`src/rtl/muldiv_sequencer.sv`:
```
// Multicycle radix-2 multiply/divide sequencer that owns the architectural HI/LO registers.
// Optional feature macro: MULDIV_FAST_MUL_EN (single-cycle MULT/MULTU product, divides stay iterative).
module muldiv_sequencer #(
    parameter logic [1:0] OP_MULT  = 2'b00,
    parameter logic [1:0] OP_MULTU = 2'b01,
    parameter logic [1:0] OP_DIV   = 2'b10,
    parameter logic [1:0] OP_DIVU  = 2'b11
) (
    input  logic        clk,
    input  logic        rst_n,
    input  logic        start,
    input  logic [1:0]  op,
    input  logic [31:0] src_a,
    input  logic [31:0] src_b,
    input  logic        flush,
    input  logic        mthi_we,
    input  logic        mtlo_we,
    input  logic [31:0] mt_data,
    input  logic        mf_req,
    output logic        busy,
    output logic        stall,
    output logic        done,
    output logic [31:0] hi,
    output logic [31:0] lo
);

    typedef enum logic [1:0] {IDLE = 2'd0, RUN = 2'd1, FIX = 2'd2} state_t;

    state_t      state_q, state_d;
    logic [1:0]  op_q, op_d;
    logic [31:0] accHi_q, accHi_d;
    logic [31:0] accLo_q, accLo_d;
    logic [31:0] bMag_q, bMag_d;
    logic [31:0] dividend_q, dividend_d;
    logic [31:0] hi_q, hi_d;
    logic [31:0] lo_q, lo_d;
    logic [4:0]  count_q, count_d;
    logic        negRes_q, negRes_d;
    logic        negRem_q, negRem_d;
    logic        divZero_q, divZero_d;
    logic        busy_q, busy_d;
    logic        done_q, done_d;

    logic        opSigned;
    logic        isMulQ;
    logic        isDivQ;
    logic [31:0] aMag;
    logic [31:0] bMagIn;
    logic [32:0] mulSum;
    logic [32:0] divShift;
    logic [32:0] divDiff;
    logic [63:0] prodMag;
    logic [63:0] prodFix;
    logic [31:0] quoFix;
    logic [31:0] remFix;

    assign opSigned = (op == OP_MULT) || (op == OP_DIV);
    assign aMag     = (opSigned && src_a[31]) ? (32'd0 - src_a) : src_a;
    assign bMagIn   = (opSigned && src_b[31]) ? (32'd0 - src_b) : src_b;
    assign isMulQ   = (op_q == OP_MULT) || (op_q == OP_MULTU);
    assign isDivQ   = (op_q == OP_DIV) || (op_q == OP_DIVU);

    // Multiply keeps {partial product, multiplier} in accHi/accLo and shifts right;
    // divide keeps {remainder, dividend->quotient} and shifts left.
    assign mulSum   = {1'b0, accHi_q} + (accLo_q[0] ? {1'b0, bMag_q} : 33'd0);
    assign divShift = {accHi_q, accLo_q[31]};
    assign divDiff  = divShift - {1'b0, bMag_q};

`ifdef MULDIV_FAST_MUL_EN
    assign prodMag = {32'd0, accLo_q} * {32'd0, bMag_q};
`else
    assign prodMag = {accHi_q, accLo_q};
`endif
    assign prodFix = negRes_q ? (64'd0 - prodMag) : prodMag;
    assign quoFix  = negRes_q ? (32'd0 - accLo_q) : accLo_q;
    assign remFix  = negRem_q ? (32'd0 - accHi_q) : accHi_q;

    always_comb begin
        state_d    = state_q;
        op_d       = op_q;
        accHi_d    = accHi_q;
        accLo_d    = accLo_q;
        bMag_d     = bMag_q;
        dividend_d = dividend_q;
        hi_d       = hi_q;
        lo_d       = lo_q;
        count_d    = count_q;
        negRes_d   = negRes_q;
        negRem_d   = negRem_q;
        divZero_d  = divZero_q;
        done_d     = 1'b0;

        case (state_q)
            IDLE: begin
                if (mthi_we) hi_d = mt_data;
                if (mtlo_we) lo_d = mt_data;
                if (start && !flush) begin
                    op_d       = op;
                    accHi_d    = 32'd0;
                    accLo_d    = aMag;
                    bMag_d     = bMagIn;
                    dividend_d = src_a;
                    count_d    = 5'd0;
                    negRes_d   = opSigned && (src_a[31] ^ src_b[31]);
                    negRem_d   = opSigned && src_a[31];
                    divZero_d  = (src_b == 32'd0);
`ifdef MULDIV_FAST_MUL_EN
                    state_d    = ((op == OP_MULT) || (op == OP_MULTU)) ? FIX : RUN;
`else
                    state_d    = RUN;
`endif
                end
            end
            RUN: begin
                if (isDivQ) begin
                    if (!divDiff[32]) begin
                        accHi_d = divDiff[31:0];
                        accLo_d = {accLo_q[30:0], 1'b1};
                    end else begin
                        accHi_d = divShift[31:0];
                        accLo_d = {accLo_q[30:0], 1'b0};
                    end
                end else begin
                    accHi_d = mulSum[32:1];
                    accLo_d = {mulSum[0], accLo_q[31:1]};
                end
                count_d = count_q + 5'd1;
                if (count_q == 5'd31) state_d = FIX;
            end
            FIX: begin
                if (isMulQ) begin
                    hi_d = prodFix[63:32];
                    lo_d = prodFix[31:0];
                end else if (divZero_q) begin
                    hi_d = dividend_q;
                    lo_d = 32'hFFFF_FFFF;
                end else begin
                    hi_d = remFix;
                    lo_d = quoFix;
                end
                done_d  = 1'b1;
                state_d = IDLE;
            end
            default: state_d = IDLE;
        endcase

        // An abort wins over everything, including a result write in FIX.
        if (flush) begin
            state_d = IDLE;
            hi_d    = hi_q;
            lo_d    = lo_q;
            done_d  = 1'b0;
        end
        busy_d = (state_d != IDLE);
    end

    always_ff @(posedge clk or negedge rst_n) begin
        if (!rst_n) begin
            state_q    <= IDLE;
            op_q       <= 2'd0;
            accHi_q    <= 32'd0;
            accLo_q    <= 32'd0;
            bMag_q     <= 32'd0;
            dividend_q <= 32'd0;
            hi_q       <= 32'd0;
            lo_q       <= 32'd0;
            count_q    <= 5'd0;
            negRes_q   <= 1'b0;
            negRem_q   <= 1'b0;
            divZero_q  <= 1'b0;
            busy_q     <= 1'b0;
            done_q     <= 1'b0;
        end else begin
            state_q    <= state_d;
            op_q       <= op_d;
            accHi_q    <= accHi_d;
            accLo_q    <= accLo_d;
            bMag_q     <= bMag_d;
            dividend_q <= dividend_d;
            hi_q       <= hi_d;
            lo_q       <= lo_d;
            count_q    <= count_d;
            negRes_q   <= negRes_d;
            negRem_q   <= negRem_d;
            divZero_q  <= divZero_d;
            busy_q     <= busy_d;
            done_q     <= done_d;
        end
    end

    assign busy  = busy_q;
    assign done  = done_q;
    assign hi    = hi_q;
    assign lo    = lo_q;
    assign stall = busy_q & (start | mf_req | mthi_we | mtlo_we);

endmodule

```
`config.mk`:
```
export PLATFORM = sky130hd
export DESIGN_NAME = muldiv_sequencer
export DESIGN_NICKNAME = d
export VERILOG_FILES = /design/src/rtl/muldiv_sequencer.sv
export SDC_FILE = /design/constraint.sdc
export NUM_CORES = 1
export LEC_CHECK = 0
export ABC_AREA = 1
export CAP_MARGIN = 20
export CELL_PAD_IN_SITES_DETAIL_PLACEMENT = 1
export CELL_PAD_IN_SITES_GLOBAL_PLACEMENT = 2
export CORE_MARGIN = 5
export CORE_UTILIZATION = 34
export DETAILED_ROUTE_END_ITERATION = 8
export GPL_TIMING_DRIVEN = 1
export MAX_ROUTING_LAYER = met4
export PLACE_DENSITY = 0.95
export REMOVE_ABC_BUFFERS = 1
export SLEW_MARGIN = 25
export SYNTH_ARGS = -nofsm -noshare
export SYNTH_HDL_FRONTEND = slang
export SYNTH_SLANG_ARGS = --single-unit
```
`constraint.sdc`:
```
create_clock -name clk -period 4.1 [get_ports clk]
set_input_delay 1.23 -clock clk [delete_from_list [all_inputs] [get_ports clk]]
set_output_delay 1.23 -clock clk [all_outputs]
set_load 0.02 [all_outputs]
```
==> results.md <==
* Worst-path clk slew at 0.05 ns
* Initial DRT Pass Iterations at 5
* FP Rows at 87
* Slowest stage delay, CP at 0.54 ns
* RSZ-0062 raised after global routing: false
* Lkg Pwr at 11.1 nW
* CP max stage cell: clkdlybuf4s50_1
* CTS resizes at 0
* Die area at 61800 um2
* Async SR Flop Fraction at 1.00
* Required time of the critical path at 2.87 ns
* Critical Path AT at 2.66 ns
* Number of synthesis warnings at 0
* Tot Pwr at 14.7 mW
* Die width at 249 um
* WL per Instance at 21.6 um
* First-pass GRT wire length at 137 mm
* Top post-synthesis cells by count: nand2_1 (941), nor2_1 (404), inv_1 (383)
* DR vias/cell at 5.46
* GPL Wtd Cong at 0.992
* Worst Path Buf+Inv at 2
* Drt drc at 0
* Peak Freq at 257 MHz
* CP Max Fanout at 2
* Boundary Pins at 172
* Cell variety after synth at 51
* Max_cap viols at 0
* Final #Nets at 3554
* Core area at 56400 um2
* Ys flop type: dfrtp_1
* Mapped Avg Cell Area at 5.94 um2
* #FFs+latches synth at 205
* Startpoint Class: primary input
* Register area share after synthesis at 0.265
* Biggest area consumer among synthesized cells: dfrtp_1
* Cells after Synth at 3256
* Critical-path cell list: clkdlybuf4s50_1 > o41a_1 > clkdlybuf4s50_1
* Gr usage total at 0.285
* Mapped Area at 19400 um2
* Crit Path Class: primary input to primary output
* Worst skew pair latency at 0.57 ns
* Slew headroom at 0.329
* Worst hold path type: flip-flop to flip-flop
* Final design utilization at 0.406
* Status: completed
* PortBufs at 171
* H-tree levels at 1
* CP endpoint kind: primary output
* GRT Residual Overflow at 0
* Root buffer cell: clkbuf_16
* Worst Max-Slew Pin Slew at 1.01 ns
* HPWL after DPL at 71.6 mm
* Crit-path leading delay family: buffers and inverters
* Antenna-violating nets left at 0
* TritonCTS clock tree: yes
* Layout Skew at 0.0141 ns
* Max Transition Viols Final at 0
* Top cell type's share of synthesized area at 0.265
* Fill count at 7642
* Final hold violations at 0
* Total via count in the routed design at 22659
* Hold_buf cts at 0
* Final hold slack at 0.487 ns
* Setup Buffers After CTS at 0
* Number of setup violations in the final report at 0
* Diode count at 0
* Critical path's most frequent cell: clkdlybuf4s50_1
* Starting density of the core at 0.343
* Synth top area cells: dfrtp_1 (27%), nand2_1 (18%), nor2_1 (7.8%)
* Final min period at 3.89 ns
* Max IR drop VDD at 364 uV
* Fin crit share at 0.949
* DRT iter0 DRCs at 1939
* Number of synthesized flops with an enable pin at 0
* Area growth syn-to-layout at 18.2%
* Setup TNS at 0 ns
* CTS buffer count at 27
* Cell Pwr Density at 644 nW/um2
* Initial antenna violation count at 1
* Height of the die at 249 um
* Clk sink count at 205
* Largest net degree at the start of global routing at 111
* Count leader, synth: nand2_1
* Vias in the first global route at 22217
* Clk buf depth at 3
* Fraction of layout cells with a size suffix above 1 at 0.0495
* Final WL at 89.5 mm
[worst min-delay path, delay by kind of cell, from the launching register on]
kind            cells  cell delay [ns]
compound gates      1             0.06
flops               1             0.34
simple gates        1             0.05
[state kept, by name, indices dropped and copies added, names as in the netlist, 2 cells and up]
signal,count
accHi_q,32
accLo_q,32
bMag_q,32
dividend_q,32
hi,32
lo,32
count_q,5
state_q,2
[layout make-up]
cell class / count / area, um2 / share of cell area
clock buffers: 38 / 747 / 0.0326
clock inverters: 10 / 164 / 0.00716
well taps: 756 / 946 / 0.0413
inverters: 394 / 1480 / 0.0647
repair buffers: 222 / 2160 / 0.0945
multi-input cells: 2527 / 12200 / 0.535
flip-flops and latches: 205 / 5130 / 0.224
[layer usage]
| layer | up-vias | GRT usage | share of wire |
|---|---|---|---|
| li1 | 10822 | - | - |
| met2 | 738 | 0.426 | 0.43 |
| met4 | 0 | 0.0464 | 0.018 |
| met3 | 90 | 0.0441 | 0.075 |
| met5 | - | - | 0 |
| met1 | 11009 | 0.415 | 0.47 |
[cell families after synthesis]
kind of cell | share of synthesized area
flip-flops | 0.265
AO/OA/AOI/OAI | 0.178
XOR/XNOR | 0.0231
buffers and inverters | 0.105
adder cells (fa/ha/maj) | 0.0473
AND/OR/NAND/NOR | 0.381
[stage by stage]
| step | instances | setup slack [ns] | area (um2) |
|---|---|---|---|
| 6_report | 4152 | 0.211 | 22900 |
| 2_1_floorplan | 3126 | -3.30 | 18800 |
| 3_3_place_gp | 4104 | 0.198 | 22000 |
| 5_1_grt | 4152 | 0.200 | 22900 |
| 3_5_place_dp | 4104 | 0.191 | 22000 |
| 4_1_cts | 4152 | 0.203 | 22900 |
[cells in the final DEF, fill, tap and decap left out, types with 19 or more instances in the layout]
cell / synthesis / layout
clkdlybuf4s50_1: 0 / 170
a31oi_1: 19 / 19
inv_1: 383 / 383
ha_1: 70 / 70
nor3_1: 36 / 36
a2bb2oi_1: 26 / 26
a21oi_1: 241 / 241
xor2_1: 28 / 28
nand3_1: 278 / 277
nor2_1: 404 / 399
xnor2_1: 23 / 23
nand2_2: 24 / 24
o21ai_0: 276 / 275
nand2_1: 941 / 941
dfrtp_1: 205 / 203
buf_4: 0 / 46
clkbuf_16: 0 / 27
nand4_1: 41 / 41
[where the power goes]
part | total, mW | internal, mW | switching (mW)
sequential | 3.41 | 2.52 | 0.887
combinational | 8.82 | 2.86 | 5.96
clock | 2.51 | 1.52 | 0.993
[path summary, 6_finish.rpt]
check | from | to | slack (ns) | depth (start not counted)
max | start | stall | 0.21 | 3
min | dividend_q[26]$_DFFE_PN0P_ | dividend_q[26]$_DFFE_PN0P_ | 0.49 | 2
max reg2reg | accHi_q[0]$_DFFE_PN0P_ | accHi_q[5]$_DFFE_PN0P_ | 0.77 | 18
min reg2reg | dividend_q[26]$_DFFE_PN0P_ | dividend_q[26]$_DFFE_PN0P_ | 0.49 | 2
max in group asynchronous | rst_n | accLo_q[27]$_DFFE_PN0P_ | 2.61 | 2
min in group asynchronous | rst_n | done$_DFF_PN0_ | 0.62 | 1
(Power assumes the default switching activity.)
